<file path="src/rtl/msk_key_word_loader.sv">
// Masked key word loader: gathers 4 or 8 shared 32-bit words into a shared key buffer.
// Optional flush input enabled by defining MSK_KEY_LOADER_FLUSH_EN.
module msk_key_word_loader #(
  parameter int d = 2
) (
`ifdef MSK_KEY_LOADER_FLUSH_EN
  input  logic               flush_i,
`endif
  input  logic               clk_i,
  input  logic               rst_i,
  input  logic               in_valid_i,
  output logic               in_ready_o,
  input  logic               in_mode_256_i,
  input  logic [32*d-1:0]    sh_word_in_i,
  output logic               key_valid_o,
  input  logic               key_ready_i,
  output logic               key_mode_256_o,
  output logic [256*d-1:0]   sh_key_o
);

  typedef enum logic [1:0] {
    ST_EMPTY = 2'd0,
    ST_FILL  = 2'd1,
    ST_FULL  = 2'd2
  } state_e;

  state_e             state_q;
  logic [2:0]         wcnt_q;
  logic               mode_q;
  logic               key_valid_q;
  logic [256*d-1:0]   key_q;

  logic               flush_s;
  logic               xfer_s;
  logic               last_s;

`ifdef MSK_KEY_LOADER_FLUSH_EN
  assign flush_s = flush_i;
`else
  assign flush_s = 1'b0;
`endif

  // in_ready depends on state only, so key_ready never reaches it combinationally
  assign in_ready_o     = (state_q == ST_EMPTY) || (state_q == ST_FILL);
  assign xfer_s         = in_valid_i && in_ready_o;
  assign last_s         = (wcnt_q == (mode_q ? 3'd7 : 3'd3));
  assign key_valid_o    = key_valid_q;
  assign key_mode_256_o = mode_q;
  assign sh_key_o       = key_q;

  // Control FSM: state, word counter, latched mode and key_valid
  always_ff @(posedge clk_i) begin
    if (rst_i) begin
      state_q     <= ST_EMPTY;
      wcnt_q      <= 3'd0;
      mode_q      <= 1'b0;
      key_valid_q <= 1'b0;
    end else if (flush_s) begin
      state_q     <= ST_EMPTY;
      wcnt_q      <= 3'd0;
      key_valid_q <= 1'b0;
    end else begin
      case (state_q)
        ST_EMPTY: begin
          if (xfer_s) begin
            mode_q  <= in_mode_256_i;
            wcnt_q  <= 3'd1;
            state_q <= ST_FILL;
          end
        end
        ST_FILL: begin
          if (xfer_s) begin
            if (last_s) begin
              wcnt_q      <= 3'd0;
              state_q     <= ST_FULL;
              key_valid_q <= 1'b1;
            end else begin
              wcnt_q <= wcnt_q + 3'd1;
            end
          end
        end
        ST_FULL: begin
          if (key_ready_i) begin
            state_q     <= ST_EMPTY;
            key_valid_q <= 1'b0;
          end
        end
        default: begin
          state_q     <= ST_EMPTY;
          wcnt_q      <= 3'd0;
          key_valid_q <= 1'b0;
        end
      endcase
    end
  end

  // Key buffer: each bit copies exactly one input share bit; no reset needed
  always_ff @(posedge clk_i) begin
    if (!rst_i && !flush_s && xfer_s) begin
      key_q[32*d*wcnt_q +: 32*d] <= sh_word_in_i;
      if ((state_q == ST_EMPTY) && !in_mode_256_i) begin
        key_q[256*d-1:128*d] <= {(128*d){1'b0}};
      end
    end
  end

endmodule

</file>
<file path="config.mk">
export PLATFORM = sky130hd
export DESIGN_NAME = msk_key_word_loader
export DESIGN_NICKNAME = d
export VERILOG_FILES = /design/src/rtl/msk_key_word_loader.sv
export SDC_FILE = /design/constraint.sdc
export NUM_CORES = 1
export LEC_CHECK = 0
export BUFFER_PORTS_ARGS = -buffer_cell sky130_fd_sc_hd__buf_2
export CORE_AREA = 2 2 228 230
export CTS_CLUSTER_SIZE = 10
export DETAILED_ROUTE_END_ITERATION = 7
export DIE_AREA = 0 0 230 232
export MAX_ROUTING_LAYER = met4
export PLACE_DENSITY = 0.68
export SETUP_SLACK_MARGIN = 0.15
export SYNTH_ARGS = -nofsm -noshare
export SYNTH_HDL_FRONTEND = slang
export SYNTH_SLANG_ARGS = --single-unit
export TNS_END_PERCENT = 5
</file>
<file path="constraint.sdc">
create_clock -name clk_i -period 30.1 [get_ports clk_i]
set_input_delay 4.515 -clock clk_i [delete_from_list [all_inputs] [get_ports clk_i]]
set_output_delay 4.515 -clock clk_i [all_outputs]
set_load 0.005 [all_outputs]
</file>
# Yosys cells after proc, flatten, opt, wreduce, memory -nomap -nowiden
# Index checks and enable logic that the tools add are counted.
[op_classes]
n_addsub = 2
eq_ne = 7
n_shift = 2
n_mux = 15
bitwise_logic = 2
n_reduce_logical = 11
[ops]
columns = ["op", "n"]
rows = [
  ["$bwmux 512", 1],
  ["$shift 64x34->512 const A", 1],
  ["$shiftx 64x34->512", 1],
  ["$neg 9->34", 1],
  ["$mux 3", 4],
  ["$pmux 3 s3", 1],
  ["$mux 2", 4],
  ["$ne 2x2->1 const B", 4],
  ["$reduce_and 4->1", 2],
  ["$pmux 2 s3", 1],
  ["$add 3x1->3 const B", 1],
  ["$eq 3x3->1", 1],
  ["$logic_and 1x1->1", 3],
  ["$mux 1", 3],
  ["$pmux 1 s3", 1],
  ["$reduce_and 3->1", 1],
  ["$eq 2x1->1 const B", 1],
  ["$eq 2x2->1 const B", 1],
  ["$logic_not 1->1", 2],
  ["$logic_not 2->1", 1],
  ["$not 1->1", 2],
  ["$reduce_and 2->1", 1],
  ["$logic_or 1x1->1", 1],
]
[totals]
regBits = 519
inputBits = 69
out_inout_bits = 515
elab_cells = 45

# Depth between registers and ports, before layout
[depth]
depth_word = 5
ltp_mapped = 12
ltp_nobuf = 6

# Worst setup path after synthesis
# OpenSTA, ideal clock, no wires.
[synth_timing]
path_type = "input to register"
startpoint = "input port rst_i"
endpoint = "register key_q[128], in the netlist sh_key_o[128] (enable)"
setup_time_ps = 564
arrival_ps = 14726
t_required_ps = 29536
path_slack_ps = 14810
path_stages = 5
n_path_buf = 1
path_cell_list = "clkbuf_1 > nand2b_1 > inv_1 > nand2_1 > nor3_1"
[synth_between]
elab_chain_len = 2
[synth_rtl]
columns = ["item", "line", "rtl"]
rows = [
  ["from (decl)", "10", "input logic rst_i,"],
  ["$logic_not 1->1", "99", "if (!rst_i && !flush_s && xfer_s) begin"],
  ["$logic_and 1x1->1", "99", ""],
  ["to (signal, indexed assignment)", "100", "key_q[32*d*wcnt_q +: 32*d] <= sh_word_in_i;"],
  ["to (signal, indexed assignment)", "102", "key_q[256*d-1:128*d] <= {(128*d){1'b0}};"],
  ["to (decl)", "31", "logic [256*d-1:0] key_q;"],
]
# No other way between the ends.
# A chain may end at the register's enable or synchronous reset.

# Worst setup path after layout
[layout_timing]
startpoint = "input port in_valid_i"
endpoint = "register key_q[173], in the netlist sh_key_o[173] (enable)"
[layout_between]
elab_chain_len = 2
[layout_rtl]
columns = ["item", "line", "rtl"]
rows = [
  ["from (decl)", "11", "input logic in_valid_i,"],
  ["$logic_and 1x1->1", "45", "assign xfer_s = in_valid_i && in_ready_o;"],
  ["$logic_and 1x1->1", "99", ""],
]
# No other way between the ends.

==> flow_summary_export.csv <==
group,metric,value,unit
status,outcome,"complete, no violations",
worst_setup_path,path_delay_family,"buffers and inverters",
global_routing,grt_max_degree,115,
layout,fin_nets,2345,
pwr,power_density,59.5,mW/mm2
pwr,seqPwrFrac,51.5,%
cts,cts_resized,0,
synthesis,syn-num-nets,1816,
global_routing,grt_usage,27.3,%
place,dp_cells,2891,
sta,worst_pin_slew,1.16,ns
pwr,leakagePower,11.9,nW
synthesis,ys.flop_type,"edfxtp_1",
worst_setup_path,path_buf_inv,3,
cts,htree_levels,2,
sta,fmax,0.147,GHz
floorplanning,ios,584,
drt,ant_nets,0,
drt,drcViolationCount,0,
drt,drt_first_pass_iters,6,
worst_setup_path,cp.required,30.32,ns
drt,drt_iter0_drc,1645,
synthesis,yosysWarnings,0,
worst_setup_path,start_kind,"input pin",
layout,final_util,53.1,%
synthesis,synth.avg_cell_area,12.6,um2
place,globalplace.congestion,0.884,
synthesis,ys_async_sr_fraction,0,%
worst_setup_path,cpPeakStageDelay,0.70,ns
floorplanning,die_h,232,um
layout,multi_input_area,0.00589,mm2
worst_setup_path,crit_path_end_kind,"flop",
worst_setup_path,r2r_start,"wcnt_q[0]$_SDFFE_PP0P_",
sta,slew_viol_final,0,
worst_setup_path,crit_arrival,7.00,ns
synthesis,synth-edff-count,512,
worst_setup_path,cp_max_fo,111,
worst_setup_path,crit_chain,"buf_2 > nor2b_1 > nand2b_1 > inv_8 > nand2_1 > nor3_2 > buf_4",
sta,hold_ws,0.450,ns
pwr,p_sw_share,24.0,%
synthesis,ys_top_cells_by_area,"edfxtp_1, mux2i_1, nand2_1",
worst_hold_path,hp-class,"reg -> reg",
cts,holdBufCountCts,0,
synthesis,syn-cell-area,0.0219,mm2
place,post-dp-hpwl,48800,um
drt,totalWireLength,74000,um
sta,period_needed,6.79,ns
synthesis,syn_inst,1743,
cts,clk_pin_slew,0.06,ns
sta,fin_tns_setup,0,ns
sta,fin_ws,23.31,ns
pwr,switchingPower,0.000385,W
cts,clk_path_buf_depth,3,
synthesis,synth.largest_area_cell,"edfxtp_1",
synthesis,ys_types,39,
cts,cts_tree,"yes",
layout,layoutNonFillerInstCount,2979,
layout,fill_cells,4393,
layout,seq_area,0.0155,mm2
drt,num_vias,16600,
worst_setup_path,crit_type,"in -> reg",
pwr,combPwrFrac,8.6,%
pwr,peakVddDrop,0.0322,mV
place,io_buffers,583,
global_routing,grt_pass1_vias,15300,
global_routing,antenna_found_initial,10,
cts,post-cts-setup-buffer-count,0,
sta,final-setup-viol-count,0,
sta,skew,0.0203,ns
pwr,p_clk_share,39.8,%
cts,root_buffer,"clkbuf_16",
floorplanning,initial_core_util,43.1,%
synthesis,synth_seq_cells,519,
cts,clkLatencyLatePin,0.61,ns
floorplanning,die_w,230,um
sta,hold_violations,0,
floorplanning,core,0.0509,mm2
drt,viasPerCell,5.56,
layout,area_delta_synth_final,23.2,%
sta,rsz0062_at_grt,"no",
pwr,p_int,0.00122,W
synthesis,synth_top_area_share,70.1,%
worst_setup_path,critPathSlowestCell,"buf_4",
cts,cts_inserted_buffers,59,
sta,max-slew-margin-rel,22.8,%
layout,drive_gt1_share,30.0,%
run,maxCapViolCount,0,
global_routing,grt_overflow_total,0,
cts,clock-sinks,519,
sta,finalCritPeriodShare,22.5,%
synthesis,yosysSeqAreaShare,70.7,%
worst_setup_path,crit_start,"in_valid_i",
floorplanning,rows,83,
global_routing,grt_pass1_wl,104000,um
drt,routedWlPerCell,24.8,um
worst_hold_path,min_from,"key_valid_o$_SDFFE_PP0P_",
floorplanning,die_area,0.0534,mm2
place,place_ws,22.73,ns
==> flip-flops by register name, summed over array words and instances, names as in the netlist <==
signal and flops:
key_mode_256_o 1, key_valid_o 1, sh_key_o 512, state_q 2, wcnt_q 3
==> path summary, 6_finish.rpt <==
| kind | slack [ns] | cells after the start | to |
|---|---|---|---|
| worst max-delay path | 23.31 | 7 | sh_key_o[173]$_DFFE_PP_ |
| worst min-delay path | 0.45 | 2 | key_valid_o$_SDFFE_PP0P_ |
| worst max register to register | 26.05 | 6 | sh_key_o[43]$_DFFE_PP_ |
| worst min register to register | 0.45 | 2 | key_valid_o$_SDFFE_PP0P_ |
==> kinds of logic after synthesis <==
kind of cell,count (synthesis),share of synthesized area [%]
and+or+nand+nor,805,16.8
DFF,519,70.7
buffers and inverters,144,2.93
AOI/OAI and AO/OA,141,3.42
muxes,129,5.89
adders and majority gates,4,0.228
xor gates and xnor gates,1,0.0399
==> placed cells by master (no fill, tap or decap), types with 2 or more instances in the layout <==
cell and n:
nor3_2 2, nor2_4 2, dfxtp_1 6, nand2b_1 2, a21oi_1 131, edfxtp_1 512, buf_2 583, o32ai_1 2
nand2_1 325, o311ai_4 2, and2_1 129, clkbuf_16 60, mux2i_1 129, nand3_1 193, nor2_1 131, clkinv_1 2
o21ai_0 2, nor2b_1 4, buf_4 22, clkbuf_1 17, nand4_1 2, ha_1 4, diode_2 5, inv_1 6
==> cells in the mapped netlist, types with 2 or more instances <==
cell      count
inv_1         7
mux2i_1     129
a21oi_1     131
o311ai_2      2
or3_1         2
buf_6         7
nand3_1     193
nand4_1       2
nor3_1        2
ha_1          4
and2_1      130
nand2_1     325
buf_1        13
nor2_1      133
edfxtp_1    512
dfxtp_1       7
nor2b_1       5
o32ai_1       2
buf_2        38
nand2b_1      2
clkbuf_1     78
o21ai_0       2
==> worst min-delay path, delay by kind of cell (launching register included) <==
| family | cells | cell delay, ns |
|---|---|---|
| AND/OR/NAND/NOR | 1 | 0.05 |
| flip-flops | 1 | 0.30 |
| AO/OA/AOI/OAI | 1 | 0.05 |
==> power by group through the flow <==
| stage | Sequential, W | Combinational [W] | Clock, W |
|---|---|---|---|
| after floorplan | 0.000846 | 0.0000695 | 0 |
| after global placement | 0.000843 | 0.000134 | 0 |
| after detailed placement | 0.000843 | 0.000139 | 0 |
| after CTS | 0.000829 | 0.000139 | 0.000646 |
| after global routing | 0.000831 | 0.000149 | 0.000670 |
| final | 0.000829 | 0.000139 | 0.000640 |
==> cell type report <==
cell class                      instances  area share [%]
Antenna cell                            5          0.0463
Clock buffer                           77            5.79
Clock inverter                          6           0.264
Inverter                                7           0.125
Multi-Input combinational cell       1080            21.8
Sequential cell                       519            57.4
Tap cell                              680            3.15
Timing Repair Buffer                  605            11.4
==> routing by layer <==
metal / routed length [um] / GRT usage (%) / part of all wire [%] / up-vias
met5: 0 / - / 0 / -
met4: 2650 / 9.58 / 3.6 / 0
met3: 7500 / 6.11 / 10 / 136
met2: 34100 / 41.1 / 46 / 965
met1: 29700 / 36.6 / 40 / 8209
li1: - / - / - / 7255
==> per-stage QoR <==
stage / power (W) / cell area [um2]
after floorplan: 0.000916 / 21900
after global placement: 0.000977 / 25400
after detailed placement: 0.000982 / 25400
after CTS: 0.00161 / 27000
after global routing: 0.00165 / 27000
final: 0.00161 / 27000
Note: power is estimated with default switching activity, not from simulation.
